===== config.mk =====
export PLATFORM = sky130hd
export DESIGN_NAME = axi_rd_arb
export DESIGN_NICKNAME = d
export VERILOG_FILES = /design/src/rtl/axi_rd_arb.sv
export SDC_FILE = /design/constraint.sdc
export NUM_CORES = 1
export LEC_CHECK = 0
export ABC_AREA = 1
export CORE_ASPECT_RATIO = 0.9
export CORE_MARGIN = 1.5
export CORE_UTILIZATION = 41
export CTS_BUF_LIST = sky130_fd_sc_hd__clkbuf_2
export DETAILED_ROUTE_END_ITERATION = 12
export MAX_ROUTING_LAYER = met4
export PLACE_DENSITY_LB_ADDON = 0.25
export SLEW_MARGIN = 25
export SYNTH_ARGS = -nofsm -noshare
export SYNTH_HDL_FRONTEND = slang
export SYNTH_SLANG_ARGS = --single-unit

===== constraint.sdc =====
create_clock -name clk -period 5.4 [get_ports clk]
set_input_delay 0.54 -clock clk [delete_from_list [all_inputs] [get_ports clk]]
set_output_delay 0.54 -clock clk [all_outputs]
set_load 0.005 [all_outputs]

===== src/rtl/axi_rd_arb.sv =====
// axi_rd_arb: two-requester round-robin arbiter in front of a single-beat
// AXI-style read channel. A granted read address is registered and held
// toward memory until accepted. An in-order routing FIFO remembers which
// requester owns each outstanding read, so every returning R beat is steered
// back to its owner.
module axi_rd_arb #(
   parameter int ADDR_WIDTH = 32,
   parameter int DATA_WIDTH = 32,
   parameter int DEPTH      = 4
) (
   input  logic                  clk,
   input  logic                  rst_n,
   // requester 0 address channel
   input  logic                  i_s0_ar_vld,
   input  logic [ADDR_WIDTH-1:0] i_s0_ar_addr,
   output logic                  o_s0_ar_rdy,
   // requester 1 address channel
   input  logic                  i_s1_ar_vld,
   input  logic [ADDR_WIDTH-1:0] i_s1_ar_addr,
   output logic                  o_s1_ar_rdy,
   // memory address channel
   output logic                  o_m_ar_vld,
   output logic [ADDR_WIDTH-1:0] o_m_ar_addr,
   input  logic                  i_m_ar_rdy,
   // memory data channel
   input  logic                  i_m_r_vld,
   input  logic [DATA_WIDTH-1:0] i_m_r_data,
   output logic                  o_m_r_rdy,
   // requester data channels (data bus is shared)
   output logic                  o_s0_r_vld,
   output logic                  o_s1_r_vld,
   output logic [DATA_WIDTH-1:0] o_s_r_data,
   input  logic                  i_s0_r_rdy,
   input  logic                  i_s1_r_rdy,
   // status
   output logic                  o_busy,
   output logic                  o_err
);

   localparam int PTR_W = $clog2(DEPTH);
   localparam int CNT_W = $clog2(DEPTH + 1);
   localparam logic [CNT_W-1:0] FULL_CNT = CNT_W'(DEPTH);

   typedef enum logic {
      IDLE = 1'b0,
      BUSY = 1'b1
   } state_e;

   // ---------------------------------------------------------------------
   // State
   // ---------------------------------------------------------------------
   state_e                  state_q, state_d;
   logic                    m_ar_vld_q, m_ar_vld_d;
   logic [ADDR_WIDTH-1:0]   m_ar_addr_q, m_ar_addr_d;
   logic                    last_grant_q, last_grant_d;
   logic                    err_q, err_d;
   logic [CNT_W-1:0]        count_q, count_d;
   logic [PTR_W-1:0]        wr_ptr_q, wr_ptr_d;
   logic [PTR_W-1:0]        rd_ptr_q, rd_ptr_d;
   // One owner bit per outstanding read: 0 = requester 0, 1 = requester 1.
   logic [DEPTH-1:0]        owner_q, owner_d;

   // ---------------------------------------------------------------------
   // Internal combinational signals
   // ---------------------------------------------------------------------
   logic grant_ok;
   logic push;
   logic winner;
   logic pop;
   logic ne;
   logic head;

   // Routing FIFO status: head owner and non-empty flag.
   always_comb begin
      ne   = (count_q != '0);
      head = owner_q[rd_ptr_q];
   end

   // R channel steering: only the head owner sees valid, and only its ready
   // can release memory. Nothing is accepted while no read is outstanding.
   always_comb begin
      o_s_r_data = i_m_r_data;
      o_s0_r_vld = i_m_r_vld & ne & (head == 1'b0);
      o_s1_r_vld = i_m_r_vld & ne & (head == 1'b1);
      o_m_r_rdy  = ne & (head ? i_s1_r_rdy : i_s0_r_rdy);
      pop        = i_m_r_vld & o_m_r_rdy;
   end

   // Arbitration FSM next-state and requester ready outputs. A full FIFO
   // blocks the grant even if a pop happens in the same cycle.
   always_comb begin
      // NOTE: every signal driven here gets a default first so that no path
      // through the case leaves it unassigned, which would infer a latch.
      state_d      = state_q;
      m_ar_vld_d   = m_ar_vld_q;
      m_ar_addr_d  = m_ar_addr_q;
      last_grant_d = last_grant_q;
      push         = 1'b0;
      winner       = 1'b0;
      o_s0_ar_rdy  = 1'b0;
      o_s1_ar_rdy  = 1'b0;
      grant_ok     = (count_q < FULL_CNT);

      unique case (state_q)
         IDLE: begin
            if (grant_ok && (i_s0_ar_vld || i_s1_ar_vld)) begin
               // On a tie the requester that did not win last time goes next.
               if (i_s0_ar_vld && i_s1_ar_vld) begin
                  winner = ~last_grant_q;
               end else begin
                  winner = i_s1_ar_vld;
               end
               push         = 1'b1;
               o_s0_ar_rdy  = ~winner;
               o_s1_ar_rdy  = winner;
               m_ar_vld_d   = 1'b1;
               m_ar_addr_d  = winner ? i_s1_ar_addr : i_s0_ar_addr;
               last_grant_d = winner;
               state_d      = BUSY;
            end
         end
         BUSY: begin
            // Address is held stable until memory takes it.
            if (i_m_ar_rdy) begin
               m_ar_vld_d = 1'b0;
               state_d    = IDLE;
            end
         end
         default: begin
            state_d = IDLE;
         end
      endcase
   end

   // Routing FIFO bookkeeping: push the winner, pop on an accepted R beat,
   // and flag R beats that arrive with nothing outstanding.
   always_comb begin
      owner_d  = owner_q;
      wr_ptr_d = wr_ptr_q;
      rd_ptr_d = rd_ptr_q;
      count_d  = count_q + CNT_W'(push) - CNT_W'(pop);
      err_d    = err_q | (i_m_r_vld & ~ne);
      if (push) begin
         owner_d[wr_ptr_q] = winner;
         wr_ptr_d          = wr_ptr_q + 1'b1;
      end
      if (pop) begin
         rd_ptr_d = rd_ptr_q + 1'b1;
      end
   end

   // State registers; reset discards every pending and outstanding read.
   always_ff @(posedge clk or negedge rst_n) begin
      if (!rst_n) begin
         state_q      <= IDLE;
         m_ar_vld_q   <= 1'b0;
         m_ar_addr_q  <= '0;
         last_grant_q <= 1'b1;
         err_q        <= 1'b0;
         count_q      <= '0;
         wr_ptr_q     <= '0;
         rd_ptr_q     <= '0;
         owner_q      <= '0;
      end else begin
         // NOTE: non-blocking assignments so every register samples the
         // pre-edge values, independent of statement order.
         state_q      <= state_d;
         m_ar_vld_q   <= m_ar_vld_d;
         m_ar_addr_q  <= m_ar_addr_d;
         last_grant_q <= last_grant_d;
         err_q        <= err_d;
         count_q      <= count_d;
         wr_ptr_q     <= wr_ptr_d;
         rd_ptr_q     <= rd_ptr_d;
         owner_q      <= owner_d;
      end
   end

   // Registered and status outputs.
   always_comb begin
      o_m_ar_vld  = m_ar_vld_q;
      o_m_ar_addr = m_ar_addr_q;
      o_err       = err_q;
      o_busy      = (state_q == BUSY) | ne;
   end

endmodule


==> qor.yml, run 1 <==
run_status:
  status: "completed"
clock_network:
  numClockSinks: 47
  root_buffer: "clkbuf_2"
  post_cts.repair.setup_buffers: 0
  clk_pin_slew_worst_paths_ns: 0.23
  holdBufCountCts: 0
  insertion_delay_ns: 0.42
  clock_tree.htree_level_count: 2
  cts_resized: 0
  cts_buffer_depth: 2
  numCtsBuffers: 5
  tritoncts: "done"
grt:
  grt_max_degree: 48
  grtUsageTotal: 0.178
  grt_pass1_vias: 2046
  grt_pass1_wl_microns: 9520
  antenna_found_initial: 0
  gr-total-overflow: 0
power:
  p_sw_frac: 0.370
  p_per_area_mw_per_mm2: 461
  intPower_mw: 1.07
  power.share.clock: 0.110
  switching_power_uw: 628
  p_leak_nw: 1.75
  max-vdd-ir-drop_mv: 0.203
  p_seq_frac: 0.371
  comb_power_share: 0.519
cells_and_area:
  area_growth_pct: 34.3
  final_cell_mix: "clkdlybuf4s50_1 (110), nand2_1 (94), dfrtp_1 (46)"
  drive_gt1_frac: 0.201
  fin_nets: 484
  final_common_cell: "clkdlybuf4s50_1"
  fill_cells: 616
  num_antenna_cells: 0
  postLayoutCoreUtil: 0.565
die:
  die_y_microns: 80.6
  dieArea_sq_mm: 0.00719
  initial_core_util: 0.421
  io_pins: 176
  core_area_sq_mm: 0.00652
  die_x_microns: 89.2
  num_rows: 28
sta:
  tns_ns: 0
  fin_crit_sh: 0.607
  relSlewSlack: 0.603
  final-max-slew-violation-count: 0
  rsz0062_at_grt: "no"
  fin_worst_skew_ns: 0.0258
  fin_crit_ns: 3.28
  tightest_slew_ns: 0.595
  setup_viol: 0
  hold_viol: 0
  fmax_ghz: 0.305
setup_path:
  startpoint_type: "primary input"
  cp.required_ns: 4.86
  critPathMaxFanout: 39
  reg2regPathDepth: 10
  crit_arrival_ns: 2.74
  r2r-end: "count_q[2]"
  r2r_setup_slack_ns: 2.89
  rr_startpoint: "count_q[2]"
  cp-end-kind: "output pin"
  critical_path_class: "in -> out"
yosys:
  synthCells: 296
  yosysWarnings: 0
  synth-seq-cells: 47
  syn-mean-instance-area_sq_um: 9.27
  ys_types: 27
  ys_seq_area_frac: 0.429
  synth_area_leaders: "dfrtp_1 (42%), nand2_1 (13%), nand3_2 (11%)"
  netlist_area_sq_mm: 0.00274
  synth_top_area_cell: "dfrtp_1"
  syn_nets: 407
  synth_top_area_share: 0.420
detailed_routing:
  met1_length_microns: 2590
  vias: 2111
  drt-total-wl_microns: 5930
  drtAntennaViolNets: 0
  vias_per_cell: 4.55
  drt_iter0_drc: 95
  drc: 0
  route.met2.wl_microns: 2640
  met3WireLength_microns: 621
  wl_per_cell_microns: 12.8
  highest_layer: "met4"
  firstDrtPassIters: 4
place:
  hpwl_microns: 4430
  io_buffers: 111
  globalplace.congestion: 0.762
job:
  drv_cap: 0
hold_path:
  hold_class: "in -> async"
-- worst max-delay path, stage by stage --
cell and delay [ns]:
clkdlybuf4s50_1 0.52, or2_4 0.15, nand3_4 0.37, inv_4 0.26, nand2_8 0.09, inv_8 0.23
clkdlybuf4s50_1 0.56
-- metal layers --
| metal | track usage | vias up |
|---|---|---|
| met5 | - | - |
| met1 | 0.225 | 971 |
| met2 | 0.263 | 84 |
| met4 | 0.0477 | 0 |
| li1 | - | 1043 |
| met3 | 0.0750 | 13 |
-- worst max path at each step --
stage                           start  cells past startpoint          end  slack, ns
after floorplan           i_s1_ar_vld                     10   count_q[2]       3.12
after global placement    i_s0_ar_vld                      7  o_s1_ar_rdy       2.08
after detailed placement  i_s0_ar_vld                      7  o_s1_ar_rdy       2.06
after CTS                 i_s0_ar_vld                      7  o_s1_ar_rdy       2.06
after global routing      i_s0_ar_vld                      7  o_s1_ar_rdy       1.94
final                     i_s0_ar_vld                      7  o_s1_ar_rdy       2.12
-- power by group through the flow --
stage	combinational, mW	clock, mW	sequential [mW]
2_1_floorplan	0.519	0	0.630
3_3_place_gp	0.878	0	0.632
3_5_place_dp	0.899	0	0.636
4_1_cts	0.900	0.194	0.631
5_1_grt	0.996	0.207	0.651
6_report	0.882	0.187	0.630
-- registers in the layout (all words and copies together), names as in the netlist --
signal        cells
o_m_ar_addr      32
owner_q           4
count_q           3
rd_ptr_q          2
wr_ptr_q          2
last_grant_q      1
o_err             1
o_m_ar_vld        1
state_q           1
-- cells by family (layout without fill, tap and decap cells) --
| family | count (synthesis) | count (layout) | synth area share |
|---|---|---|---|
| and+or+nand+nor | 170 | 170 | 0.346 |
| buffers and inverters | 59 | 137 | 0.155 |
| DFF | 47 | 47 | 0.429 |
| AOI/OAI and AO/OA | 9 | 9 | 0.0224 |
| adders and majority gates | 7 | 7 | 0.0347 |
| xor gates and xnor gates | 4 | 4 | 0.0128 |
-- synthesized netlist by cell type, drive strengths merged --
cell type,count
nand2,124
dfrtp,46
buf,42
nand3,40
inv,17
ha,6
o21ai,6
nor2,4
xor2,3
a21boi,1
a21o,1
a21oi,1
dfstp,1
fa,1
nor3,1
or2,1
xnor2,1
-- stage by stage --
stage	setup WS, ns	cell area, sq um	cells	power, mW	hold slack [ns]
2_1_floorplan	3.12	2740	296	1.15	0.244
3_3_place_gp	2.08	3620	456	1.51	0.440
3_5_place_dp	2.06	3620	456	1.53	0.460
4_1_cts	2.06	3680	464	1.73	0.0794
5_1_grt	1.94	3680	464	1.85	0.0675
6_report	2.12	3680	464	1.70	0.0780
-- cell type report --
cell class	count	area, sq um	area share
Clock buffer	5	25.0	0.00679
Clock inverter	3	38.8	0.0105
Inverter	17	73.8	0.0200
Multi-Input combinational cell	190	1140	0.309
Sequential cell	47	1180	0.320
Tap cell	90	113	0.0306
Timing Repair Buffer	112	1120	0.303
Power figures use the tool's default switching activity.
==> run 2, diff against run 1 <==
--- a/config.mk
+++ b/config.mk
@@ -8,7 +8,7 @@
 export ABC_AREA = 1
 export CORE_ASPECT_RATIO = 0.9
 export CORE_MARGIN = 1.5
-export CORE_UTILIZATION = 41
+export CORE_UTILIZATION = 38
 export CTS_BUF_LIST = sky130_fd_sc_hd__clkbuf_2
 export DETAILED_ROUTE_END_ITERATION = 12
 export MAX_ROUTING_LAYER = met4
==> constraint.sdc (replaced) <==
create_clock -name clk -period 3.1 [get_ports clk]
set_input_delay 0.31 -clock clk [delete_from_list [all_inputs] [get_ports clk]]
set_output_delay 0.31 -clock clk [all_outputs]
set_load 0.005 [all_outputs]
==> run 2 against run 1 <==
Core utilization down 3.8 points. Largest cell class unchanged. Routed wire length rose by 3.3%. Final area up 0.27%.
==> qor.yml, run 2 (synthesized netlist as in run 1, its figures left out) <==
job:
  drv_cap: 0
clock_network:
  clock_tree.htree_level_count: 2
  cts_buffer_depth: 2
  tritoncts: "done"
  insertion_delay_ns: 0.41
  clk_pin_slew_worst_paths_ns: 0.22
  numCtsBuffers: 5
  root_buffer: "clkbuf_2"
  cts_resized: 0
  post_cts.repair.setup_buffers: 0
  holdBufCountCts: 1
  numClockSinks: 47
cells_and_area:
  design_area_sq_mm: 0.00369
  final_cell_mix: "clkdlybuf4s50_1 (110), nand2_1 (94), dfrtp_1 (46)"
  final_common_cell: "clkdlybuf4s50_1"
  num_antenna_cells: 0
  drive_gt1_frac: 0.204
  fin_nets: 488
  largest_reg_flops: 32
  area_growth_pct: 34.7
setup_path:
  cp_slowest_cell: "dfrtp_1"
  slowest_delay_ns: 0.45
  crit_arrival_ns: 2.85
  startpoint_type: "flip-flop"
  cp-end-kind: "flip-flop"
  critPathMaxFanout: 4
  critical_path_class: "reg -> reg"
  cp_num_buf_inv: 2
  r2r_setup_slack_ns: 0.59
  cp.required_ns: 3.44
  rr_startpoint: "count_q[2]"
  path_cells: "nor3_1, nor2_1, nand3_1, inv_1, ha_1, inv_1, ha_1, fa_1, xnor2_1, xor2_1"
  reg2regPathDepth: 10
  r2r-end: "count_q[2]"
  path_delay_family: "adder cells"
detailed_routing:
  vias_per_cell: 4.48
  firstDrtPassIters: 4
  vias: 2108
  drt-total-wl_microns: 6130
  wl_per_cell_microns: 13.0
  drc: 0
  drt_iter0_drc: 67
  drtAntennaViolNets: 0
grt:
  grt_pass1_wl_microns: 10200
  antenna_found_initial: 0
  gr-total-overflow: 0
  grt_max_degree: 48
  use_met3: 0.0765
  grtUsageTotal: 0.174
  busiest_layer: "met2"
  grt_pass1_vias: 2154
  grt_util_met1: 0.202
  met2_usage: 0.265
run_status:
  status: "completed"
die:
  num_rows: 29
  io_pins: 176
  core_area_sq_mm: 0.00700
  die_y_microns: 83.6
  die_x_microns: 92.6
  initial_core_util: 0.392
  dieArea_sq_mm: 0.00774
place:
  hpwl_microns: 4560
  io_buffers: 111
  placed_area_sq_mm: 0.00365
  globalplace.congestion: 0.793
sta:
  tns_ns: 0
  tightest_slew_ns: 0.613
  fin_worst_skew_ns: 0.0125
  relSlewSlack: 0.591
  hold_viol: 0
  setup_viol: 0
  rsz0062_at_grt: "no"
  fin_crit_sh: 0.811
  final-max-slew-violation-count: 0
  fin_crit_ns: 2.51
  fmax_ghz: 0.398
power:
  p_leak_nw: 1.75
  p_per_area_mw_per_mm2: 789
  finalPower_mw: 2.91
  max-vdd-ir-drop_mv: 0.399
hold_path:
  hold_class: "in -> async"
-- run 2: worst max path at each step --
stage	from	endpoint	slack (ns)	cells past startpoint
after CTS	count_q[2]	count_q[2]	0.53	10
after global routing	count_q[2]	count_q[2]	0.36	10
after detailed placement	i_s0_ar_vld	count_q[2]	0.51	9
final	count_q[2]	count_q[2]	0.59	10
after floorplan	count_q[2]	count_q[2]	0.87	10
after global placement	i_s0_ar_vld	count_q[2]	0.58	9
-- run 2: layer usage --
metal,up-vias,share of wire
met5,-,0
met4,0,0.024
met3,22,0.10
met2,75,0.43
met1,959,0.44
li1,1052,-
-- run 2: layout make-up --
type | instances | area, sq um
fill | 657 | 3310
sequential | 47 | 1180
timing repair buffer | 116 | 1150
multi-input combinational | 190 | 1140
tap | 93 | 116
inverter | 17 | 73.8
clock buffer | 6 | 30.0
clock inverter | 2 | 7.51
-- run 2: through the flow --
stage               utilization  hold slack, ns  setup slack [ns]  cells
finish                    0.527           0.416             0.587    471
global route              0.527           0.370             0.355    471
CTS                       0.527           0.385             0.531    471
detailed placement        0.521           0.369             0.514    462
global placement          0.520           0.453             0.576    462
floorplan                     -          0.0144             0.871    296
-- run 2: power breakdown --
group / internal [mW] / switching, mW
clock network: 0.0543 / 0.186
logic: 0.846 / 0.737
registers: 0.910 / 0.179
total: 1.81 / 1.10
